### config.mk
export PLATFORM = sky130hd
export DESIGN_NAME = uart_rx_fsm
export DESIGN_NICKNAME = d
export VERILOG_FILES = /design/src/rtl/uart_pkg.sv /design/src/rtl/uart_rx_sampler.sv /design/src/rtl/uart_rx_fsm.sv
export SDC_FILE = /design/constraint.sdc
export NUM_CORES = 1
export LEC_CHECK = 0
export ABC_AREA = 1
export BUFFER_PORTS_ARGS = -buffer_cell sky130_fd_sc_hd__clkbuf_2
export CAP_MARGIN = 25
export CELL_PAD_IN_SITES_DETAIL_PLACEMENT = 1
export CELL_PAD_IN_SITES_GLOBAL_PLACEMENT = 1
export CORE_AREA = 2 2 72 74
export CTS_CLUSTER_DIAMETER = 80
export DETAILED_ROUTE_END_ITERATION = 12
export DIE_AREA = 0 0 74 76
export PLACE_DENSITY_LB_ADDON = 0.1
export SYNTH_ARGS = -nofsm -noshare
export SYNTH_HDL_FRONTEND = slang
export SYNTH_SLANG_ARGS = --single-unit
### constraint.sdc
create_clock -name clk -period 1.4 [get_ports clk]
set_input_delay 0.14 -clock clk [delete_from_list [all_inputs] [get_ports clk]]
set_output_delay 0.14 -clock clk [all_outputs]
set_load 0.05 [all_outputs]
### src/rtl/uart_pkg.sv
// Shared UART definitions: receiver state encoding, parity type codes and a
// small majority-vote helper. The transmitter imports the same package.
package uart_pkg;

    typedef enum logic [2:0] {
        IDLE   = 3'd0,
        START  = 3'd1,
        DATA   = 3'd2,
        PARITY = 3'd3,
        STOP   = 3'd4
    } uart_state_e;

    localparam logic PAR_EVEN = 1'b0;
    localparam logic PAR_ODD  = 1'b1;

    // 2-of-3 majority of the samples taken around the bit centre.
    function automatic logic maj3(input logic a, input logic b, input logic c);
        return (a & b) | (a & c) | (b & c);
    endfunction

endpackage

### src/rtl/uart_rx_sampler.sv
// Bit-period timing for the UART receiver: counts clk cycles within a bit,
// captures three samples around the bit centre and strobes the voted value.
// The strobe at M+2 must land inside the bit, so OVERSAMPLE needs to be >= 6
// for the vote to complete before the period wraps.
module uart_rx_sampler
    import uart_pkg::*;
#(
    parameter int OVERSAMPLE = 8
) (
    input  logic clk,
    input  logic reset,
    input  logic rx_s,          // synchronised serial line
    input  logic active,        // counter runs while the receiver is framing
    output logic sample_valid,  // voted bit is ready this cycle
    output logic sample_bit,    // majority of the three centre samples
    output logic bit_end        // last cycle of the current bit period
);

    localparam int M  = OVERSAMPLE / 2;
    localparam int CW = $clog2(OVERSAMPLE);

    logic [CW-1:0] edge_cnt;
    logic [2:0]    votes;

    assign bit_end      = (edge_cnt == CW'(OVERSAMPLE - 1));
    assign sample_valid = (edge_cnt == CW'(M + 2));
    assign sample_bit   = maj3(votes[0], votes[1], votes[2]);

    // Count cycles within a bit period; parked at 0 whenever the receiver idles.
    always_ff @(posedge clk or posedge reset) begin
        if (reset) begin
            edge_cnt <= '0;
        end else if (!active || bit_end) begin
            edge_cnt <= '0;
        end else begin
            edge_cnt <= edge_cnt + 1'b1;
        end
    end

    // Capture the line at M-1, M and M+1 so the vote is ready at M+2.
    always_ff @(posedge clk or posedge reset) begin
        if (reset) begin
            votes <= '0;
        end else begin
            if (edge_cnt == CW'(M - 1)) votes[0] <= rx_s;
            if (edge_cnt == CW'(M))     votes[1] <= rx_s;
            if (edge_cnt == CW'(M + 1)) votes[2] <= rx_s;
        end
    end

endmodule

### src/rtl/uart_rx_fsm.sv
// UART receiver: synchronises rx_in, detects the start bit, deserialises
// FRAME_WIDTH data bits LSB-first, checks optional parity and the stop bit,
// and presents the word with single-cycle status pulses.
module uart_rx_fsm
    import uart_pkg::*;
#(
    parameter int FRAME_WIDTH = 8,
    parameter int OVERSAMPLE  = 8
) (
    input  logic                   clk,
    input  logic                   reset,
    input  logic                   rx_in,
    input  logic                   par_en,
    input  logic                   par_typ,
    output logic [FRAME_WIDTH-1:0] p_data,
    output logic                   data_valid,
    output logic                   par_err,
    output logic                   stp_err,
    output logic                   busy
);

    localparam int BW = (FRAME_WIDTH > 1) ? $clog2(FRAME_WIDTH) : 1;

    uart_state_e            state;
    uart_state_e            next_state;
    logic                   rx_meta;
    logic                   rx_s;
    logic                   rx_s_d;
    logic                   start_edge;
    logic                   active;
    logic                   sample_valid;
    logic                   sample_bit;
    logic                   bit_end;
    logic                   last_bit;
    logic                   frame_eval;
    logic                   exp_par;
    logic [BW-1:0]          bit_cnt;
    logic [FRAME_WIDTH-1:0] shift;
    logic                   par_en_l;
    logic                   par_typ_l;
    logic                   par_bad;

    // Only a 1->0 transition starts a frame, so a line stuck low never retriggers.
    assign start_edge = rx_s_d & ~rx_s;
    assign last_bit   = (bit_cnt == BW'(FRAME_WIDTH - 1));
    assign active     = (next_state != IDLE);
    assign busy       = (state != IDLE);

    // Two-flop synchroniser plus the previous-value flop for edge detection.
    // NOTE: sequential state uses non-blocking (<=) so every flop samples the
    // pre-edge value of its neighbour; blocking here would collapse the chain.
    always_ff @(posedge clk or posedge reset) begin
        if (reset) begin
            rx_meta <= 1'b1;
            rx_s    <= 1'b1;
            rx_s_d  <= 1'b1;
        end else begin
            rx_meta <= rx_in;
            rx_s    <= rx_meta;
            rx_s_d  <= rx_s;
        end
    end

    uart_rx_sampler #(
        .OVERSAMPLE (OVERSAMPLE)
    ) u_sampler (
        .clk          (clk),
        .reset        (reset),
        .rx_s         (rx_s),
        .active       (active),
        .sample_valid (sample_valid),
        .sample_bit   (sample_bit),
        .bit_end      (bit_end)
    );

    // State register.
    always_ff @(posedge clk or posedge reset) begin
        if (reset) begin
            state <= IDLE;
        end else begin
            state <= next_state;
        end
    end

    // Next-state decode; the frame is judged mid-stop so back-to-back frames fit.
    // NOTE: every signal driven here gets a default first, otherwise a path
    // that skips an assignment would infer a latch.
    always_comb begin
        next_state = state;
        frame_eval = 1'b0;
        case (state)
            IDLE: begin
                if (start_edge) next_state = START;
            end
            START: begin
                if (sample_valid && sample_bit) next_state = IDLE;
                else if (bit_end)               next_state = DATA;
            end
            DATA: begin
                if (bit_end && last_bit) next_state = par_en_l ? PARITY : STOP;
            end
            PARITY: begin
                if (bit_end) next_state = STOP;
            end
            STOP: begin
                if (sample_valid) begin
                    frame_eval = 1'b1;
                    next_state = IDLE;
                end
            end
            default: next_state = IDLE;
        endcase
    end

    // Parity bit the sender should have produced for the collected data.
    always_comb begin
        exp_par = ^shift;
        case (par_typ_l)
            PAR_EVEN: exp_par = ^shift;
            PAR_ODD:  exp_par = ~^shift;
            default:  exp_par = ^shift;
        endcase
    end

    // Per-frame datapath: latched frame options, bit counter, shifter, parity result.
    always_ff @(posedge clk or posedge reset) begin
        if (reset) begin
            par_en_l  <= 1'b0;
            par_typ_l <= 1'b0;
            par_bad   <= 1'b0;
            bit_cnt   <= '0;
            shift     <= '0;
        end else begin
            case (state)
                IDLE: begin
                    if (start_edge) begin
                        par_en_l  <= par_en;
                        par_typ_l <= par_typ;
                        par_bad   <= 1'b0;
                        bit_cnt   <= '0;
                    end
                end
                DATA: begin
                    if (sample_valid) shift <= {sample_bit, shift[FRAME_WIDTH-1:1]};
                    if (bit_end)      bit_cnt <= last_bit ? '0 : bit_cnt + 1'b1;
                end
                PARITY: begin
                    if (sample_valid) par_bad <= (exp_par != sample_bit);
                end
                default: ;
            endcase
        end
    end

    // Registered frame outcome: any error drops the word and keeps p_data.
    always_ff @(posedge clk or posedge reset) begin
        if (reset) begin
            p_data     <= '0;
            data_valid <= 1'b0;
            par_err    <= 1'b0;
            stp_err    <= 1'b0;
        end else begin
            data_valid <= 1'b0;
            par_err    <= 1'b0;
            stp_err    <= 1'b0;
            if (frame_eval) begin
                if (sample_bit && !par_bad) begin
                    data_valid <= 1'b1;
                    p_data     <= shift;
                end
                if (!sample_bit) stp_err <= 1'b1;
                if (par_bad)     par_err <= 1'b1;
            end
        end
    end

endmodule
# Word level (Yosys, flattened, before mapping)
# Index checks and enable logic that the tools add are counted.
[word_totals]
ff_bits = 37
inputBits = 5
out_inout_bits = 12
elab_cells = 84
[op_classes]
addsub = 2
n_eq_ne = 14
muxes = 25
n_bitwise = 8
reduce_logical = 18
[ops]
columns = ["op", "count"]
rows = [
  ["2-to-1 mux 3 bit", 11],
  ["equality test 3 bit (second input constant)", 6],
  ["one-hot mux 3 bit (5 select lines)", 1],
  ["2-to-1 mux 1 bit", 10],
  ["equality test 3 x 2 -> 1 bit (second input constant)", 3],
  ["XNOR reduction 8 bit", 1],
  ["XOR reduction 8 bit", 1],
  ["adder 3 x 1 -> 3 bit (second input constant)", 2],
  ["inequality test 2 bit (second input constant)", 3],
  ["one-hot mux 3 bit (2 select lines)", 1],
  ["AND reduction 2 bit", 3],
  ["AND reduction 3 bit", 2],
  ["nonzero test 3 bit", 2],
  ["AND 1 bit", 4],
  ["one-hot mux 1 bit (2 select lines)", 2],
  ["nonzero test 2 bit", 2],
  ["equality test 3 x 1 -> 1 bit (second input constant)", 1],
  ["logical AND 1 bit", 3],
  ["zero test 3 bit", 1],
  ["zero test 1 bit", 2],
  ["NOT 1 bit", 2],
  ["OR 1 bit", 2],
  ["logical OR 1 bit", 1],
  ["inequality test 1 bit", 1],
]

# Logic depth before layout (Yosys ltp)
# Gate-level depths: netlist of the first run.
[depth]
ltp_word = 10
ltp_mapped = 11
depth_no_buf = 11

# Hierarchy
# Synthesis of the first run repeated with hierarchy kept, for this count alone.
[hier_totals]
hier_cells = 210
hier_area_um2 = 1886.8
[by_module_without_submodules]
columns = ["module", "instances", "cells_each", "area_per_inst_um2", "seq_area_each_um2"]
rows = [
  ["uart_rx_fsm", 1, 171, 1555.2, 779.5],
  ["uart_rx_sampler", 1, 39, 331.6, 150.1],
]

# Least setup slack after synthesis of the first run
# No wires, ideal clock.
[synth_timing]
kind = "register -> register"
start = "reg u_sampler.edge_cnt[0]"
end = "reg u_sampler.edge_cnt[0]"
setup_time_ns = 0.120
t_arrival_ns = 1.400
required_ns = 1.280
slack_ns = -0.120
path_stages_with_launch = 11
n_path_buf = 0
synth_period_minus_slack_ns = 1.520
path_cell_list = "dfrtp_1 -> ha_1 -> ha_1 -> nand2_1 -> nor2_1 -> inv_1 -> nor2_1 -> nor3_1 -> nand3_1 -> nand2_1 -> nor2_1"
[synth_between]
elab_chain_cells = 8
elab_cells_between_ends = 15
classes_between = "add/sub: 1; eq/ne: 2; mux: 7; reduce/logical: 5"
[synth_lines]
columns = ["item", "line_no", "text"]
rows = [
  ["from (decl)", "uart_rx_sampler.sv:22", "logic [CW-1:0] edge_cnt;"],
  ["from (signal assigned)", "uart_rx_sampler.sv:36", "edge_cnt <= edge_cnt + 1'b1;"],
  ["equality test 3 bit, on equally long branches", "uart_rx_sampler.sv:25, uart_rx_sampler.sv:26", ""],
  ["2-to-1 mux 3 bit (tied with other cells)", "uart_rx_fsm.sv:97", "else if (bit_end) next_state = DATA;"],
  ["2-to-1 mux 3 bit, on equally long branches", "uart_rx_fsm.sv:96, uart_rx_fsm.sv:100", ""],
  ["one-hot mux 3 bit (5 select lines)", "uart_rx_fsm.sv:91", "case (state)"],
  ["nonzero test 3 bit", "uart_rx_fsm.sv:46", "assign active = (next_state != IDLE);"],
  ["zero test 1 bit", "uart_rx_sampler.sv:33", "end else if (!active || bit_end) begin"],
  ["logical OR 1 bit", "uart_rx_sampler.sv:33", ""],
  ["2-to-1 mux 3 bit (*)", "uart_rx_sampler.sv:33", ""],
]
# Every way passes the cells marked *; elsewhere a longest branch is shown, timed or not.
# A chain may end at the register's enable or synchronous reset.

# Worst setup path in the final report of the first run
[layout_timing]
start = "reg u_sampler.edge_cnt[0]"
end = "reg u_sampler.edge_cnt[1]"
# Same word-level chain as after synthesis.

==> flow_metrics.env, run 1 <==
export IMPL_result_of_the_run="finished with violations"
export IMPL_failed_checks="negative setup slack"
export IMPL_hold_path_class="in -> reg"
export IMPL_initial_utilization_pct=37.4
export IMPL_ctsHtreeMaxLevel=2
export IMPL_tritoncts_clock_tree="done"
export IMPL_dpl_hpwl_um=3170
export IMPL_netlist_area_um2=1840
export IMPL_syn_inst=227
export IMPL_synth_warnings=0
export IMPL_clk_path_buf_depth=2
export IMPL_clock_insertion_delay_worst_skew_ps=290
export IMPL_floorplan_rows=26
export IMPL_drt_drc_violations_left=0
export IMPL_grt_overflow_total=0
export IMPL_port_buffers=16
export IMPL_io_pin_count=17
export IMPL_post_synth_cell_area_avg_um2=8.09
export IMPL_critical_setup_path_class="reg -> reg"
export IMPL_worst_setup_hold_path_clk_slew_ps=70
export IMPL_synth_top_area_cell="dfrtp_1"
export IMPL_max_cap_violations=0
export IMPL_final_hold_viol_count=0
export IMPL_total_wire_length_after_detailed_routing_um=4450
export IMPL_ys_top_cells_by_area="dfrtp_1 46%, nand2_1 11%, inv_1 8.8%"
export IMPL_leakage_power_uw=0.00132
export IMPL_setup_total_negative_slack_ps=-1210
export IMPL_wl_per_cell_um=12.6
export IMPL_synth_top_area_share_pct=46.4
export IMPL_worstMarginPinSlew_ps=451
export IMPL_period_needed_ps=1550
export IMPL_postSynthNetCount=240
export IMPL_layout_area_overhead_vs_synth_pct=38.8
export IMPL_avgViaCountPerCell=4.44
export IMPL_cts_root_buffer="clkbuf_8"
export IMPL_drive_above_1_share_pct=34.8
export IMPL_rsz0062_at_grt="true"
export IMPL_crit_fanout=4
export IMPL_grt_start_max_net_pins=18
export IMPL_max_slew_margin_pct=69.9
export IMPL_fp_dieArea_um2=5620
export IMPL_finalCoreUtilization_pct=51.9
export IMPL_timing_critical_path_required_ps=1590
export IMPL_netlist_cell_type_count=23
export IMPL_grt_use_total_pct=16.5
export IMPL_setup_worst_path_end_class="register"
export IMPL_fp_dieH_um=76
export IMPL_die_width_um=74
export IMPL_first_iter_violations=46
export IMPL_drt_antenna_net_count=0
export IMPL_timing_critical_path_from_type="register"
export IMPL_clock_skew_final_ps=4.25
export IMPL_cts_made_buffers=5
export IMPL_first_global_vias=1598
export IMPL_maxSlewViolCount=0
export IMPL_max_vdd_ir_drop_uv=1090
export IMPL_period_share_pct=111
export IMPL_register_bit_total_from_synthesis=37
export IMPL_powerDensity_nw_per_um2=1600
export IMPL_grt_first_pass_wirelength_um=7060
export IMPL_vias=1564
export IMPL_finalSetupViolations=17
export IMPL_number_of_antenna_violations_at_the_first_check_in_global_routing=0
export IMPL_fin_nets=294
export IMPL_tritoncts_num_sinks=37
export IMPL_synth_yosys_seq_area_share_pct=50.6
export IMPL_core_area_um2=4910
export IMPL_drt_pre_antenna_iters=4
export IMPL_gp_congestion=0.829
export IMPL_layout_setup_ws_ps=-152
export IMPL_endpoint_arrival_time_on_the_critical_path_ps=1740
export IMPL_fillers=600
export IMPL_n_antenna_cell=0
export IMPL_achievable_frequency_mhz=644
[Yosys cell counts]
cell type   n
nand2_1    56
inv_1      43
dfrtp_1    34
nor2_1     30
a21oi_1    11
o21ai_0    11
nand3_1    10
ha_1        8
nand4_1     4
dfstp_2     3
a31oi_1     2
nand3b_1    2
nor2_2      2
nor3_1      2
a21oi_2     1
buf_2       1
buf_6       1
clkinv_2    1
mux2_2      1
nand2_2     1
nand3_4     1
nor3_4      1
o21ai_1     1
[layer usage]
metal,vias up,routed length (µm),GRT usage (%)
li1,805,-,-
met1,736,1930,19.6
met2,16,2340,27.7
met3,7,98,4.63
met4,0,83,6.00
met5,-,0,0
[flip-flops by register name, indices dropped and copies added (netlist names)]
name	flops
p_data	8
shift	8
bit_cnt	3
state	3
u_sampler.edge_cnt	3
u_sampler.votes	3
data_valid	1
par_bad	1
par_en_l	1
par_err	1
par_typ_l	1
rx_meta	1
rx_s	1
rx_s_d	1
stp_err	1
[critical path, stage by stage (launching register included)]
cell	delay, ps
dfrtp_2	450
ha_4	180
ha_4	180
nand2_4	70
inv_2	30
nand4_1	70
nand3_2	110
nor2_4	130
nand3_2	70
nand2_2	100
nor2_1	40
[path summary, 6_finish.rpt]
| path | from | end | slack [ps] | cells past startpoint |
|---|---|---|---|---|
| max in group asynchronous | reset | shift[7] | 420 | 4 |
| max | u_sampler.edge_cnt[0] | u_sampler.edge_cnt[1] | -150 | 10 |
| min reg2reg | rx_meta | rx_s | 360 | 0 |
| min | par_typ | par_typ_l | 80 | 2 |
| max reg2reg | u_sampler.edge_cnt[0] | u_sampler.edge_cnt[1] | -150 | 10 |
| min in group asynchronous | reset | state[1] | 380 | 3 |
[logic make-up (layout without fill, tap and decap cells)]
logic type      count (synthesis)  after routing  share of synthesized area (%)
compound gates                 26             26                           7.43
fa+ha+maj                       8              8                           5.45
buf+inv                        46            101                           9.95
flops                          37             37                           50.6
mux                             1              1                          0.613
simple gates                  109            109                           25.9
[cell usage in the layout, fill, tap and decap left out, drive strengths merged, types with 4 or more instances in the layout]
cell type and n:
buf 31, a21oi 12, inv 43, nor2 32, o21ai 12, nand3 11, clkbuf 21, ha 8
dfrtp 34, nand4 4, nand2 57
[repair_timing]
| item | 4_1_cts | 5_1_grt |
|---|---|---|
| gates resized for setup | 14 | 30 |
| endpoints found under the hold margin | 8 | 0 |
| buffers inserted | 1 | 5 |
| pin swaps | 4 | 7 |
| hold buffers | 2 | 0 |
| gates cloned | 0 | 1 |
| setup endpoints to repair | 19 | 25 |
[power by group]
group	switching, µW	internal (µW)	total [µW]
registers	172	1250	1420
clock network	388	708	1100
logic	820	734	1550
[through the flow]
| stage | power [µW] | worst slack (ps) | hold WS [ps] | std cells | instance area, µm² |
|---|---|---|---|---|---|
| floorplan | 2140 | -78.6 | 144 | 227 | 1860 |
| global placement | 2610 | -181 | 146 | 335 | 2220 |
| detailed placement | 2650 | -256 | 148 | 335 | 2220 |
| CTS | 3880 | -124 | 64.9 | 346 | 2420 |
| global route | 4370 | -229 | 77.8 | 352 | 2550 |
| finish | 4070 | -152 | 78.0 | 352 | 2550 |
[final cells by class]
type / instances / area [µm²] / area share [%]
flip-flops and latches: 37 / 933 / 36.6
multi-input cells: 144 / 826 / 32.4
repair buffers: 49 / 397 / 15.6
inverters: 44 / 170 / 6.68
well taps: 70 / 87.6 / 3.44
clock buffers: 5 / 68.8 / 2.70
clock inverters: 3 / 65.1 / 2.55
(Power assumes the default switching activity.)
==> inputs of run 2 (changes only) <==
--- a/config.mk
+++ b/config.mk
@@ -10,10 +10,10 @@
 export CAP_MARGIN = 25
 export CELL_PAD_IN_SITES_DETAIL_PLACEMENT = 1
 export CELL_PAD_IN_SITES_GLOBAL_PLACEMENT = 1
-export CORE_AREA = 2 2 72 74
+export CORE_AREA = 2 2 69 71
 export CTS_CLUSTER_DIAMETER = 80
 export DETAILED_ROUTE_END_ITERATION = 12
-export DIE_AREA = 0 0 74 76
+export DIE_AREA = 0 0 71 73
 export PLACE_DENSITY_LB_ADDON = 0.1
 export SYNTH_ARGS = -nofsm -noshare
 export SYNTH_HDL_FRONTEND = slang
==> constraint.sdc (replaced) <==
create_clock -name clk -period 1.5 [get_ports clk]
set_input_delay 0.15 -clock clk [delete_from_list [all_inputs] [get_ports clk]]
set_output_delay 0.15 -clock clk [all_outputs]
set_load 0.05 [all_outputs]
==> flow_metrics.env, run 2 (same netlist as run 1, synthesis figures left out) <==
export IMPL_setup_worst_path_end_class="register"
export IMPL_timing_critical_path_from_type="register"
export IMPL_result_of_the_run="finished with violations"
export IMPL_part_of_the_total_power_dissipated_in_the_clock_network_pct=24.7
export IMPL_crit_fanout=4
export IMPL_initial_utilization_pct=40.5
export IMPL_worst_r2r_startpoint="u_sampler.edge_cnt[0]"
export IMPL_layout_area_overhead_vs_synth_pct=33.2
export IMPL_internal_power_uw=2310
export IMPL_port_buffers=16
export IMPL_switching_power_uw=1270
export IMPL_critical_path_endpoint="u_sampler.edge_cnt[2]"
export IMPL_dpl_hpwl_um=3080
export IMPL_grt_start_max_net_pins=38
export IMPL_grt_use_total_pct=18.5
export IMPL_critical_setup_path_class="reg -> reg"
export IMPL_pwr_share_seq_pct=36.2
export IMPL_clock_skew_final_ps=11.7
export IMPL_hold_path_class="in -> reg"
export IMPL_drive_above_1_share_pct=28.6
export IMPL_period_share_pct=102
export IMPL_post_dp_cell_area_um2=2150
export IMPL_grt_first_pass_wirelength_um=7460
export IMPL_ctsHtreeMaxLevel=2
export IMPL_wl_per_cell_um=12.8
export IMPL_crit_reg2reg_capture="u_sampler.edge_cnt[2]"
export IMPL_final_hold_viol_count=0
export IMPL_avgViaCountPerCell=4.77
export IMPL_number_of_antenna_violations_at_the_first_check_in_global_routing=0
export IMPL_endpoint_arrival_time_on_the_critical_path_ps=1720
export IMPL_failed_checks="negative setup slack"
export IMPL_fin_nets=292
export IMPL_floorplan_rows=25
export IMPL_net_switching_fraction_of_the_power_pct=35.5
export IMPL_max_slew_margin_pct=68.7
export IMPL_setup_total_negative_slack_ps=-109
export IMPL_power_frac_comb_pct=39.1
export IMPL_vias=1594
export IMPL_finalSetupViolations=4
export IMPL_drt_pre_antenna_iters=4
export IMPL_layout_setup_ws_ps=-37.3
export IMPL_period_needed_ps=1540
export IMPL_clock_insertion_delay_worst_skew_ps=290
export IMPL_total_wire_length_after_detailed_routing_um=4270
export IMPL_rsz0062_at_grt="true"
export IMPL_tritoncts_num_sinks=37
export IMPL_first_iter_violations=66
export IMPL_timing_critical_path_required_ps=1680
export IMPL_worstMarginPinSlew_ps=470
export IMPL_core_area_um2=4540
export IMPL_tritoncts_clock_tree="done"
export IMPL_setup_worst_path_start="u_sampler.edge_cnt[0]"
export IMPL_grt_overflow_total=0
export IMPL_achievable_frequency_mhz=650
export IMPL_dpl_worst_slack_ps=-149
export IMPL_drt_drc_violations_left=0
export IMPL_drt_antenna_net_count=0
export IMPL_reg2reg_slack_ps=-40
export IMPL_leakage_power_uw=0.00130
export IMPL_max_vdd_ir_drop_uv=922
export IMPL_cts_root_buffer="clkbuf_8"
export IMPL_biggestRegsByFlops="p_data (8), shift (8)"
export IMPL_io_pin_count=17
export IMPL_die_width_um=71
export IMPL_fp_dieH_um=73
export IMPL_layout_cell_area_non_filler_um2=2440
export IMPL_first_global_vias=1657
export IMPL_n_antenna_cell=0
export IMPL_max_cap_violations=0
export IMPL_powerDensity_nw_per_um2=1460
export IMPL_clk_path_buf_depth=2
export IMPL_gp_congestion=0.797
export IMPL_worst_setup_hold_path_clk_slew_ps=80
export IMPL_cts_made_buffers=5
export IMPL_worst_r2r_path_depth=8
export IMPL_commonest_non_fill_non_tap_cell_in_the_layout="nand2_1"
export IMPL_fp_dieArea_um2=5180
export IMPL_maxSlewViolCount=0
export IMPL_mostFrequentLayoutCells="53 x nand2_1, 40 x inv_1, 34 x dfrtp_1, 28 x nor2_1, 26 x buf_4"
run 2: what timing repair did:
item | 4_1_cts | 5_1_grt
hold buffers | 2 | 0
setup buffers | 6 | 2
hold endpoints to repair | 35 | 0
pin swaps | 8 | 1
setup endpoints to repair | 5 | 21
resized for setup | 19 | 4
run 2: final cells by class:
class	count	area (µm²)
fillers	555	2090
flip-flops and latches	37	930
multi-input cells	144	813
repair buffers	47	349
inverters	44	170
clock buffers	5	68.8
well taps	54	67.6
clock inverters	3	46.3
run 2: per-stage QoR:
| step | total power (µW) | utilization, % | std cells | hold WS (ps) |
|---|---|---|---|---|
| 2_1_floorplan | 1980 | - | 227 | 154 |
| 3_3_place_gp | 2410 | 47.5 | 316 | 238 |
| 3_5_place_dp | 2460 | 47.5 | 316 | 242 |
| 4_1_cts | 3530 | 53.0 | 332 | 93.9 |
| 5_1_grt | 3830 | 53.9 | 334 | 99.8 |
| 6_report | 3580 | 53.9 | 334 | 98.4 |
run 2: layer usage:
metal	GRT usage, %	part of all wire (%)
met5	0	0
met2	34.6	54
met3	2.90	2.0
met1	21.6	43
met4	6.29	1.1
run 2: worst min path at each step:
stage,from,endpoint,slack (ps),cells after the start
6_report,par_typ,par_typ_l,100,2
5_1_grt,par_typ,par_typ_l,100,2
4_1_cts,par_typ,par_typ_l,90,2
3_5_place_dp,rx_in,rx_meta,240,1
3_3_place_gp,rx_in,rx_meta,240,1
2_1_floorplan,rx_in,rx_meta,150,0
run 2: worst max-delay path, cell delays in order (launching register included):
cell and delay, ps:
dfrtp_1 430, ha_4 190, ha_4 180, inv_2 90, nor2_1 70, nor3_2 230, nand3_2 100, nand2_2 80
nor2_1 50
run 2: power by group through the flow:
stage	clock [µW]	combinational, µW	sequential [µW]
after CTS	899	1340	1300
final	883	1400	1300
after global routing	937	1580	1320
after global placement	0	1110	1300
after floorplan	0	690	1290
after detailed placement	0	1160	1300
==> inputs of run 3 (changes only) <==
--- a/config.mk
+++ b/config.mk
@@ -14,6 +14,7 @@
 export CTS_CLUSTER_DIAMETER = 80
 export DETAILED_ROUTE_END_ITERATION = 12
 export DIE_AREA = 0 0 71 73
+export HOLD_SLACK_MARGIN = 0.12
 export PLACE_DENSITY_LB_ADDON = 0.1
 export SYNTH_ARGS = -nofsm -noshare
 export SYNTH_HDL_FRONTEND = slang
==> flow_metrics.env, run 3 (same netlist as run 1, synthesis figures left out) <==
export IMPL_clock_insertion_delay_worst_skew_ps=290
export IMPL_clk_path_buf_depth=2
export IMPL_part_of_the_total_power_dissipated_in_the_clock_network_pct=24.6
export IMPL_floorplan_rows=25
export IMPL_worst_r2r_startpoint="u_sampler.edge_cnt[0]"
export IMPL_leakage_power_uw=0.00131
export IMPL_layout_area_overhead_vs_synth_pct=34.3
export IMPL_vias=1594
export IMPL_setup_worst_path_start="u_sampler.edge_cnt[0]"
export IMPL_grt_first_pass_wirelength_um=7490
export IMPL_io_pin_count=17
export IMPL_dpl_hpwl_um=3080
export IMPL_biggestRegsByFlops="p_data (8), shift (8)"
export IMPL_internal_power_uw=2310
export IMPL_fin_nets=294
export IMPL_timing_critical_path_required_ps=1680
export IMPL_endpoint_arrival_time_on_the_critical_path_ps=1720
export IMPL_layout_setup_ws_ps=-37.3
export IMPL_critical_setup_path_class="reg -> reg"
export IMPL_cpLargestDelayFamily="simple AND/OR/NAND/NOR gates"
export IMPL_tritoncts_clock_tree="done"
export IMPL_global_route_usage_met3_pct=2.90
export IMPL_worst_r2r_path_depth=8
export IMPL_pwr_share_seq_pct=36.2
export IMPL_cts_made_buffers=5
export IMPL_final_seq_area_um2=930
export IMPL_mostFrequentLayoutCells="53 x nand2_1, 40 x inv_1, 34 x dfrtp_1, 28 x nor2_1, 26 x buf_4"
export IMPL_crit_reg2reg_capture="u_sampler.edge_cnt[2]"
export IMPL_finalSetupViolations=4
export IMPL_first_global_vias=1666
export IMPL_period_needed_ps=1540
export IMPL_fp_dieArea_um2=5180
export IMPL_met2_usage_pct=34.7
export IMPL_tritoncts_num_sinks=37
export IMPL_fp_dieH_um=73
export IMPL_first_iter_violations=58
export IMPL_result_of_the_run="finished with violations"
export IMPL_drt_antenna_net_count=0
export IMPL_worst_path_max_delay_cell="dfrtp_1"
export IMPL_clock_skew_final_ps=12.3
export IMPL_max_slew_margin_pct=68.6
export IMPL_drive_above_1_share_pct=28.4
export IMPL_power_frac_comb_pct=39.2
export IMPL_grt_use_total_pct=18.6
export IMPL_gp_congestion=0.797
export IMPL_layout_cell_area_non_filler_um2=2460
export IMPL_drt_pre_antenna_iters=4
export IMPL_grt_overflow_total=0
export IMPL_worst_hold_path_endpoint="rx_s"
export IMPL_worst_path_buf_inv=1
export IMPL_worstMarginPinSlew_ps=472
export IMPL_switching_power_uw=1270
export IMPL_dp_cells=316
export IMPL_ctsHtreeMaxLevel=2
export IMPL_hold_path_startpoint="rx_meta"
export IMPL_dpl_worst_slack_ps=-149
export IMPL_wl_per_cell_um=12.8
export IMPL_port_buffers=16
export IMPL_max_vdd_ir_drop_uv=922
export IMPL_cts_root_buffer="clkbuf_8"
export IMPL_post_dp_cell_area_um2=2150
export IMPL_total_wire_length_after_detailed_routing_um=4300
export IMPL_core_area_um2=4540
export IMPL_setup_worst_path_end_class="register"
export IMPL_commonest_non_fill_non_tap_cell_in_the_layout="nand2_1"
export IMPL_hold_path_class="reg -> reg"
export IMPL_timing_critical_path_cells="ha_4 -> ha_4 -> inv_2 -> nor2_1 -> nor3_2 -> nand3_2 -> nand2_2 -> nor2_1"
export IMPL_worst_path_stages=8
export IMPL_grt_start_max_net_pins=38
export IMPL_reg2reg_slack_ps=-40
export IMPL_powerDensity_nw_per_um2=1450
export IMPL_final_hold_viol_count=0
export IMPL_global_route_usage_met1_pct=21.7
export IMPL_die_width_um=71
export IMPL_number_of_antenna_violations_at_the_first_check_in_global_routing=0
export IMPL_period_share_pct=102
export IMPL_drt_drc_violations_left=0
export IMPL_rsz0062_at_grt="true"
export IMPL_maxSlewViolCount=0
export IMPL_crit_fanout=4
export IMPL_n_antenna_cell=0
export IMPL_failed_checks="negative setup slack"
export IMPL_fillers=553
export IMPL_timing_critical_path_from_type="register"
export IMPL_avgViaCountPerCell=4.74
export IMPL_initial_utilization_pct=40.5
export IMPL_max_cap_violations=0
export IMPL_achievable_frequency_mhz=650
export IMPL_worst_hold_path_num_cells=0
export IMPL_worst_setup_hold_path_clk_slew_ps=80
export IMPL_net_switching_fraction_of_the_power_pct=35.5
export IMPL_grt_busiest_layer="met2"
export IMPL_stdcell_count=336
export IMPL_multi_input_area_um2=813
export IMPL_slowest_delay_ps=430
==> run 3: cell types whose count changed in the layout (fill, tap and decap cells not counted), sizes merged <==
cell         previous run  this run
dlygate4sd3             2         4
==> run 3: area by class of cell <==
type | instances | area share [%]
inverters | 44 | 6.90
multi-input cells | 144 | 33.0
flip-flops and latches | 37 | 37.7
clock buffers | 5 | 2.79
well taps | 54 | 2.74
repair buffers | 49 | 15.0
clock inverters | 3 | 1.88
==> run 3: power groups by stage <==
stage	Clock [µW]	Combinational [µW]	Sequential, µW
after global routing	937	1580	1320
after detailed placement	0	1160	1300
after global placement	0	1110	1300
after CTS	899	1340	1300
final	881	1400	1300
after floorplan	0	690	1290
==> run 3: stage by stage <==
stage / util (%) / total power, µW / setup TNS (ps) / hold WS [ps]
2_1_floorplan: - / 1980 / 0 / 154
3_3_place_gp: 47.5 / 2410 / -258 / 238
3_5_place_dp: 47.5 / 2460 / -464 / 242
4_1_cts: 53.5 / 3540 / -13.2 / 362
5_1_grt: 54.3 / 3840 / -809 / 367
6_report: 54.3 / 3580 / -109 / 362
==> run 3: worst register-to-register path, stage by stage, from the launching register on <==
cell     delay (ps)
dfrtp_1         430
ha_4            190
ha_4            180
inv_2            90
nor2_1           70
nor3_2          230
nand3_2         100
nand2_2          80
nor2_1           50
==> run 3: per-layer routing <==
| layer | part of all wire, % | vias to the layer above |
|---|---|---|
| li1 | - | 804 |
| met1 | 43 | 769 |
| met2 | 54 | 17 |
| met3 | 2.0 | 4 |
| met4 | 1.1 | 0 |
| met5 | 0 | - |
==> run 3: repair_timing <==
| item | in CTS | in global routing |
|---|---|---|
| endpoints found under the hold margin | 37 | 0 |
| hold buffers | 4 | 0 |
| buffers inserted | 6 | 2 |
| setup endpoints to repair | 5 | 21 |
| pin swaps | 8 | 1 |
| gates resized for setup | 19 | 4 |
==> run 3: how the worst max path moves through the flow <==
stage	endpoint	slack [ps]
global route	state[0]	-100
detailed placement	u_sampler.edge_cnt[0]	-150
CTS	u_sampler.edge_cnt[0]	-9
finish	u_sampler.edge_cnt[2]	-40
floorplan	u_sampler.edge_cnt[0]	5
global placement	u_sampler.edge_cnt[0]	-90
